**src/rtl/diff_freq_pkg.sv**
```systemverilog
// Shared definitions for the per-channel serial pattern generator:
// FSM state encoding, default pattern length and command field widths.
package diff_freq_pkg;

  localparam int DATA_BIT_DEF = 32;
  localparam int SEL_W        = 4;
  localparam int PER_W        = 8;

  typedef enum logic {
    S_IDLE = 1'b0,
    S_RUN  = 1'b1
  } state_e;

endpackage

```
**src/rtl/diff_freq_serial_if.sv**
```systemverilog
// Command bus from the UART command decoder, fanned out to every channel.
// Handshake: cmd_tick_i is a one-cycle valid strobe with no ready/backpressure;
// all other fields are sampled only in the cycle cmd_tick_i is high and are
// don't-care otherwise. The decoder drives (master), each channel listens (slave).
interface diff_freq_serial_if #(
  parameter int DATA_BIT = diff_freq_pkg::DATA_BIT_DEF
);
  import diff_freq_pkg::*;

  logic                cmd_tick_i;
  logic [DATA_BIT-1:0] output_pattern_i;
  logic [DATA_BIT-1:0] freq_pattern_i;
  logic [SEL_W-1:0]    sel_out_i;
  logic                start_i;
  logic                stop_i;
  logic                mode_i;
  logic [PER_W-1:0]    slow_period_i;
  logic [PER_W-1:0]    fast_period_i;

  modport master (
    output cmd_tick_i, output_pattern_i, freq_pattern_i, sel_out_i,
           start_i, stop_i, mode_i, slow_period_i, fast_period_i
  );

  modport slave (
    input  cmd_tick_i, output_pattern_i, freq_pattern_i, sel_out_i,
           start_i, stop_i, mode_i, slow_period_i, fast_period_i
  );

endinterface

```
**src/rtl/diff_freq_serial_bit_timer.sv**
```systemverilog
// bit_timer: 8-bit loadable down-counter. expire_o is high while the count
// sits at zero, which marks the last hold cycle of the current bit.
module bit_timer
  import diff_freq_pkg::*;
(
  input  logic             clk_i,
  input  logic             rst_ni,
  input  logic             load_i,
  input  logic [PER_W-1:0] period_i,
  output logic             expire_o
);

  logic [PER_W-1:0] cnt_q;

  // Load on strobe, otherwise count down and rest at zero.
  always_ff @(posedge clk_i or negedge rst_ni) begin
    if (!rst_ni) begin
      cnt_q <= '0;
    end else if (load_i) begin
      cnt_q <= period_i;
    end else if (cnt_q != '0) begin
      cnt_q <= cnt_q - 1'b1;
    end
  end

  assign expire_o = (cnt_q == '0);

endmodule

```
**src/rtl/diff_freq_serial.sv**
```systemverilog
// diff_freq_serial: shifts a stored pattern out LSB-first on one pin, each bit
// held for a fast or slow period selected per bit. Commands are taken from the
// shared decoder bus when sel_out_i matches CH_ID.
// Optional feature macro DIFF_FREQ_SHADOW_EN: config-only commands received
// while running are parked in a shadow set and applied at the next pattern end.
module diff_freq_serial
  import diff_freq_pkg::*;
#(
  parameter int DATA_BIT = DATA_BIT_DEF,
  parameter int CH_ID    = 0
) (
  input  logic                     clk_i,
  input  logic                     rst_ni,
  diff_freq_serial_if.slave        cmd_if,
  output logic                     serial_o,
  output logic                     busy_o,
  output logic                     done_tick_o,
  output state_e                   state_o
);

  localparam int IDX_W = (DATA_BIT > 1) ? $clog2(DATA_BIT) : 1;
  localparam logic [IDX_W-1:0] IDX_LAST = IDX_W'(DATA_BIT - 1);

  state_e              state_q, state_d;
  logic [IDX_W-1:0]    idx_q, idx_d;
  logic [DATA_BIT-1:0] pat_q, pat_d, freq_q, freq_d;
  logic                mode_q, mode_d;
  logic [PER_W-1:0]    slow_q, slow_d, fast_q, fast_d;
  logic                serial_q, serial_d;
  logic                done_q, done_d;
  logic                tmr_load;
  logic [PER_W-1:0]    tmr_period;
  logic                tmr_expire;
  logic                accept;

`ifdef DIFF_FREQ_SHADOW_EN
  logic [DATA_BIT-1:0] sh_pat_q, sh_pat_d, sh_freq_q, sh_freq_d;
  logic                sh_mode_q, sh_mode_d;
  logic [PER_W-1:0]    sh_slow_q, sh_slow_d, sh_fast_q, sh_fast_d;
  logic                pend_q, pend_d;
`endif

  assign accept = cmd_if.cmd_tick_i && (cmd_if.sel_out_i == SEL_W'(CH_ID));

  bit_timer u_bit_timer (
    .clk_i    (clk_i),
    .rst_ni   (rst_ni),
    .load_i   (tmr_load),
    .period_i (tmr_period),
    .expire_o (tmr_expire)
  );

  // Next-state: command handling (stop > start > config) then bit stepping.
  always_comb begin
    state_d    = state_q;
    idx_d      = idx_q;
    pat_d      = pat_q;
    freq_d     = freq_q;
    mode_d     = mode_q;
    slow_d     = slow_q;
    fast_d     = fast_q;
    serial_d   = serial_q;
    done_d     = 1'b0;
    tmr_load   = 1'b0;
    tmr_period = slow_q;
`ifdef DIFF_FREQ_SHADOW_EN
    sh_pat_d   = sh_pat_q;
    sh_freq_d  = sh_freq_q;
    sh_mode_d  = sh_mode_q;
    sh_slow_d  = sh_slow_q;
    sh_fast_d  = sh_fast_q;
    pend_d     = pend_q;
`endif
    if (accept && cmd_if.stop_i) begin
      state_d  = S_IDLE;
      serial_d = 1'b0;
`ifdef DIFF_FREQ_SHADOW_EN
      pend_d   = 1'b0;
`endif
    end else if (accept && cmd_if.start_i) begin
      pat_d      = cmd_if.output_pattern_i;
      freq_d     = cmd_if.freq_pattern_i;
      mode_d     = cmd_if.mode_i;
      slow_d     = cmd_if.slow_period_i;
      fast_d     = cmd_if.fast_period_i;
      idx_d      = '0;
      state_d    = S_RUN;
      tmr_load   = 1'b1;
      tmr_period = cmd_if.freq_pattern_i[0] ? cmd_if.fast_period_i : cmd_if.slow_period_i;
      serial_d   = cmd_if.output_pattern_i[0];
`ifdef DIFF_FREQ_SHADOW_EN
      pend_d     = 1'b0;
`endif
    end else if (accept && (state_q == S_IDLE)) begin
      pat_d  = cmd_if.output_pattern_i;
      freq_d = cmd_if.freq_pattern_i;
      mode_d = cmd_if.mode_i;
      slow_d = cmd_if.slow_period_i;
      fast_d = cmd_if.fast_period_i;
    end else begin
`ifdef DIFF_FREQ_SHADOW_EN
      // Only reachable while running: park the config for the next pattern end.
      if (accept) begin
        sh_pat_d  = cmd_if.output_pattern_i;
        sh_freq_d = cmd_if.freq_pattern_i;
        sh_mode_d = cmd_if.mode_i;
        sh_slow_d = cmd_if.slow_period_i;
        sh_fast_d = cmd_if.fast_period_i;
        pend_d    = 1'b1;
      end
`endif
      if ((state_q == S_RUN) && tmr_expire) begin
        if (idx_q == IDX_LAST) begin
          done_d = 1'b1;
`ifdef DIFF_FREQ_SHADOW_EN
          if (pend_q) begin
            pat_d  = sh_pat_q;
            freq_d = sh_freq_q;
            mode_d = sh_mode_q;
            slow_d = sh_slow_q;
            fast_d = sh_fast_q;
            pend_d = accept;
          end
`endif
          // The finishing pass decides idle vs. wrap by the mode it ran with.
          if (!mode_q) begin
            state_d  = S_IDLE;
            serial_d = 1'b0;
          end else begin
            idx_d      = '0;
            tmr_load   = 1'b1;
            tmr_period = freq_d[0] ? fast_d : slow_d;
            serial_d   = pat_d[0];
          end
        end else begin
          idx_d      = idx_q + IDX_W'(1);
          tmr_load   = 1'b1;
          tmr_period = freq_q[idx_d] ? fast_q : slow_q;
          serial_d   = pat_q[idx_d];
        end
      end
    end
  end

  // State, active config, index and registered outputs.
  always_ff @(posedge clk_i or negedge rst_ni) begin
    if (!rst_ni) begin
      state_q  <= S_IDLE;
      idx_q    <= '0;
      pat_q    <= '0;
      freq_q   <= '0;
      mode_q   <= 1'b0;
      slow_q   <= '0;
      fast_q   <= '0;
      serial_q <= 1'b0;
      done_q   <= 1'b0;
    end else begin
      state_q  <= state_d;
      idx_q    <= idx_d;
      pat_q    <= pat_d;
      freq_q   <= freq_d;
      mode_q   <= mode_d;
      slow_q   <= slow_d;
      fast_q   <= fast_d;
      serial_q <= serial_d;
      done_q   <= done_d;
    end
  end

`ifdef DIFF_FREQ_SHADOW_EN
  // Shadow config set and its pending flag.
  always_ff @(posedge clk_i or negedge rst_ni) begin
    if (!rst_ni) begin
      sh_pat_q  <= '0;
      sh_freq_q <= '0;
      sh_mode_q <= 1'b0;
      sh_slow_q <= '0;
      sh_fast_q <= '0;
      pend_q    <= 1'b0;
    end else begin
      sh_pat_q  <= sh_pat_d;
      sh_freq_q <= sh_freq_d;
      sh_mode_q <= sh_mode_d;
      sh_slow_q <= sh_slow_d;
      sh_fast_q <= sh_fast_d;
      pend_q    <= pend_d;
    end
  end
`endif

  assign serial_o    = serial_q;
  assign busy_o      = (state_q == S_RUN);
  assign done_tick_o = done_q;
  assign state_o     = state_q;

endmodule

```
**src/flat_wrapper.sv**
```systemverilog
// flat-port wrapper written by rule: the top's interface ports become plain ports
module diff_freq_serial_flat import diff_freq_pkg::*;
#(
  parameter int DATA_BIT = DATA_BIT_DEF,
  parameter int CH_ID    = 0
)
  (clk_i, rst_ni, serial_o, busy_o, done_tick_o, state_o, cmd_if_cmd_tick_i, cmd_if_output_pattern_i, cmd_if_freq_pattern_i, cmd_if_sel_out_i, cmd_if_start_i, cmd_if_stop_i, cmd_if_mode_i, cmd_if_slow_period_i, cmd_if_fast_period_i);
  diff_freq_serial_if #(.DATA_BIT(DATA_BIT)) cmd_if_i ();
  input  logic clk_i;
  input  logic rst_ni;
  output logic serial_o;
  output logic busy_o;
  output logic done_tick_o;
  output state_e state_o;
  input wire logic [$bits(cmd_if_i.cmd_tick_i)-1:0] cmd_if_cmd_tick_i;
  input wire logic [$bits(cmd_if_i.output_pattern_i)-1:0] cmd_if_output_pattern_i;
  input wire logic [$bits(cmd_if_i.freq_pattern_i)-1:0] cmd_if_freq_pattern_i;
  input wire logic [$bits(cmd_if_i.sel_out_i)-1:0] cmd_if_sel_out_i;
  input wire logic [$bits(cmd_if_i.start_i)-1:0] cmd_if_start_i;
  input wire logic [$bits(cmd_if_i.stop_i)-1:0] cmd_if_stop_i;
  input wire logic [$bits(cmd_if_i.mode_i)-1:0] cmd_if_mode_i;
  input wire logic [$bits(cmd_if_i.slow_period_i)-1:0] cmd_if_slow_period_i;
  input wire logic [$bits(cmd_if_i.fast_period_i)-1:0] cmd_if_fast_period_i;
  assign cmd_if_i.cmd_tick_i = cmd_if_cmd_tick_i;
  assign cmd_if_i.output_pattern_i = cmd_if_output_pattern_i;
  assign cmd_if_i.freq_pattern_i = cmd_if_freq_pattern_i;
  assign cmd_if_i.sel_out_i = cmd_if_sel_out_i;
  assign cmd_if_i.start_i = cmd_if_start_i;
  assign cmd_if_i.stop_i = cmd_if_stop_i;
  assign cmd_if_i.mode_i = cmd_if_mode_i;
  assign cmd_if_i.slow_period_i = cmd_if_slow_period_i;
  assign cmd_if_i.fast_period_i = cmd_if_fast_period_i;
  diff_freq_serial #(.DATA_BIT(DATA_BIT), .CH_ID(CH_ID)) u_core (.clk_i(clk_i), .rst_ni(rst_ni), .cmd_if(cmd_if_i), .serial_o(serial_o), .busy_o(busy_o), .done_tick_o(done_tick_o), .state_o(state_o));
endmodule
```
**config.mk**
```make
export PLATFORM = sky130hd
export DESIGN_NAME = diff_freq_serial_flat
export DESIGN_NICKNAME = d
export VERILOG_FILES = /design/src/rtl/diff_freq_pkg.sv /design/src/rtl/diff_freq_serial_if.sv /design/src/rtl/diff_freq_serial_bit_timer.sv /design/src/rtl/diff_freq_serial.sv /design/src/flat_wrapper.sv
export SDC_FILE = /design/constraint.sdc
export NUM_CORES = 1
export LEC_CHECK = 0
export BUFFER_PORTS_ARGS = -buffer_cell sky130_fd_sc_hd__buf_2
export CORE_MARGIN = 2
export CORE_UTILIZATION = 32
export CTS_CLUSTER_DIAMETER = 50
export DETAILED_ROUTE_END_ITERATION = 12
export PLACE_DENSITY = 0.53
export SYNTH_ARGS = -nofsm -noshare
export SYNTH_HDL_FRONTEND = slang
export SYNTH_SLANG_ARGS = --single-unit
```
**constraint.sdc**
```tcl
create_clock -name clk_i -period 3.7 [get_ports clk_i]
set_clock_uncertainty 0.1 [all_clocks]
set_input_delay 0.74 -clock clk_i [delete_from_list [all_inputs] [get_ports clk_i]]
set_output_delay 0.74 -clock clk_i [all_outputs]
set_load 0.01 [all_outputs]
```
==> run metrics <==
DIE AREA=0.0165 mm2; Synth Instances=401; CORE AREA=0.0151 mm2; detailed-route via count=3538; status=completed; Remaining Overflow, GRT=0; clock insertion delay at the later pin of the skew report=0.35 ns; met1 usage=18.2%; cell chain of the critical path=ha_1 > and3_2 > ha_1 > nand2b_1 > nand4_1 > a22o_1 > o21ai_0 > o31ai_1 > a31oi_1 > a41o_1; CTS Hold Buffers Added=0; clk root buf=clkbuf_16; HPWL after DPL=8470 um; Place WS=0.641 ns; largest net degree at the start of global routing=52; overall power=3.25 mW; Chip Width=128 um; relative slew slack=52.1%; met3 usage=5.61%; Final period util=80.4%; first-pass GRT wire length=19200 um; Area Overhead vs Synth=19.5%; grt peak-use layer=met2; critical path class=flip-flop to flip-flop; Final Instance Count excl. Fillers=683; total I/O pin count=94; TritonCTS Buffers=9; Mapped Nets=495; cells on worst reg2reg path=10; worst r2r src=u_core.idx_q[1]$_DFFE_PN0P_; IO buf count=93; DP Cell Count=666; Routed Antenna Nets=0; Core Rows=45; fin. max-slew vios=0; area share of the largest cell type after synthesis=49.0%; Clk pin slew, worst setup/hold paths=0.07 ns; Required @ worst endpoint=3.84 ns; most frequent cells in the layout=dfrtp_1, buf_2, mux2_2; fmax=336 MHz; FF-to-FF End=u_core.u_bit_timer.cnt_q[3]$_DFFE_PN0P_; layout cells sized above 1=45.1%; Synth cell types=52; Synth Cell Area=0.00495 mm2; leakage power=2.74 nW; delay-heaviest family, CP=compound AO/OA/AOI/OAI gates; Post-CTS Resized=0; overall routed net length=11600 um; Post-synth ARST share=100%; final setup fails=0; Post-CTS Repair Setup Buffers=0; hold crit path type=input pin to asynchronous set/reset pin; commonest non-fill, non-tap cell in the layout=dfrtp_1; WP depth=10; post-route minimum period=2.98 ns; ranking of synthesized cells by area=dfrtp_1, mux2_2, mux2i_1; gr usage total=15.1%; drc violations=0; WP buf/inv=0; Worst Setup SP=u_core.idx_q[1]$_DFFE_PN0P_; initial core utilization=32.7%; number of synthesized register bits=97; Final #Nets=583; Pre-antenna DRT Iters=4; GR Util met2=24.8%; Sequential Area=0.00243 mm2; vias per inst=5.18; Clock Sinks=97; CP startpoint kind=flip-flop; RSZ-0062 raised after global routing=false; max-cap violations=0; CP max-delay cell=a22o_1; worst hold slack=0.238 ns; CP Capture Point=u_core.u_bit_timer.cnt_q[3]$_DFFE_PN0P_; crit-path max FO=16; largest area contributor in the synthesized netlist=dfrtp_1; CP most frequent cell=ha_1; PD cells=548 mW/mm2; vias in the first global route=3783; Arr. time, crit path=3.12 ns; Peak VDD IR=0.000254 V; CTS tree=yes; DIE HEIGHT=128 um; Slowest Stage Delay on Critical Path=0.52 ns; Slew @ Worst Pin=0.717 ns; CP endpoint kind=flip-flop; fillcell total=1467; Main synth FF type=dfrtp_1; Worst R2R Setup Slack=0.72 ns; Fin. Hold Viols=0; sequential-to-total area share from yosys stat=49.0%; syn_area_per_cell=12.4 um2; Max Root-Sink Buffers=2; Post-synth EDFFs=0; multi-input logic area=0.00240 mm2; WL/cell=17.0 um; final worst setup slack=0.724 ns; antenna violations before repair=1; H-Tree Depth=3; Iter 0 DRT Violations=184; Yosys warnings=0; GPL Wtd Cong=0.834; Setup TNS Final=0 ns
-- metrics by stage --
stage,utilization (%),area [um2]
2_1_floorplan,-,4950
3_3_place_gp,37.0,5610
3_5_place_dp,37.0,5610
4_1_cts,39.1,5920
5_1_grt,39.1,5920
6_report,39.1,5920
-- state kept, by name, summed over array words and instances (netlist names) --
register                  cells
u_core.freq_q                32
u_core.fast_q                 8
u_core.mode_q                 1
u_core.serial_o               1
u_core.pat_q                 32
u_core.slow_q                 8
u_core.done_tick_o            1
u_core.u_bit_timer.cnt_q      8
u_core.idx_q                  5
u_core.busy_o                 1
-- cell families after synthesis --
group                    count (synthesis)  share of synthesized area [%]
AO/OA/AOI/OAI                           58                           8.01
XOR/XNOR                                 8                           1.57
adder cells (fa/ha/maj)                  4                           1.01
buffers and inverters                   28                           2.70
flip-flops                              97                           49.0
multiplexers                           120                           28.7
AND/OR/NAND/NOR                         86                           8.97
-- report_power, final --
part / internal, mW / leakage, nW / switching [mW]
Sequential: 1.28 / 1.24 / 0.148
Clock: 0.552 / 0.155 / 0.426
Combinational: 0.463 / 1.35 / 0.372
Total: 2.30 / 2.74 / 0.946
-- layer usage --
layer	part of all wire, %	vias up	wire length (um)
li1	-	1664	-
met1	43	1766	5030
met2	48	89	5580
met3	6.6	19	766
met4	1.8	0	214
met5	0	-	0
-- synthesized netlist by cell type, types with 3 or more instances --
cell	number
a41o_1	3
nand4_1	4
o21ai_0	16
inv_1	4
o22ai_1	4
nor3_1	6
and3_1	7
nor2_1	11
a22o_1	3
dfrtp_1	97
nand3_1	17
mux2_2	85
ha_1	4
mux2i_1	26
a22oi_1	4
mux4_2	8
nand2_1	23
clkbuf_1	15
a311oi_1	3
o31ai_1	3
a31oi_1	4
buf_2	5
a21oi_1	5
xnor2_1	5
-- worst min-delay path by stage --
stage | start | endpoint | slack (ns) | depth (start not counted)
2_1_floorplan | rst_ni | u_core.busy_o$_DFFE_PN0P_ | 0.34 | 0
3_3_place_gp | u_core.idx_q[4]$_DFFE_PN0P_ | u_core.idx_q[4]$_DFFE_PN0P_ | 0.37 | 2
3_5_place_dp | u_core.pat_q[22]$_DFFE_PN0P_ | u_core.pat_q[22]$_DFFE_PN0P_ | 0.39 | 1
4_1_cts | rst_ni | u_core.idx_q[3]$_DFFE_PN0P_ | 0.24 | 1
5_1_grt | rst_ni | u_core.freq_q[26]$_DFFE_PN0P_ | 0.25 | 1
6_report | rst_ni | u_core.freq_q[25]$_DFFE_PN0P_ | 0.24 | 1
-- layout make-up --
class	instances	area share, %
Sequential cell	97	41.0
Multi-Input combinational cell	276	40.5
Timing Repair Buffer	101	8.92
Clock buffer	10	4.04
Tap cell	188	3.97
Clock inverter	6	1.23
Inverter	4	0.254
Antenna cell	1	0.0423
(Power assumes the default switching activity.)
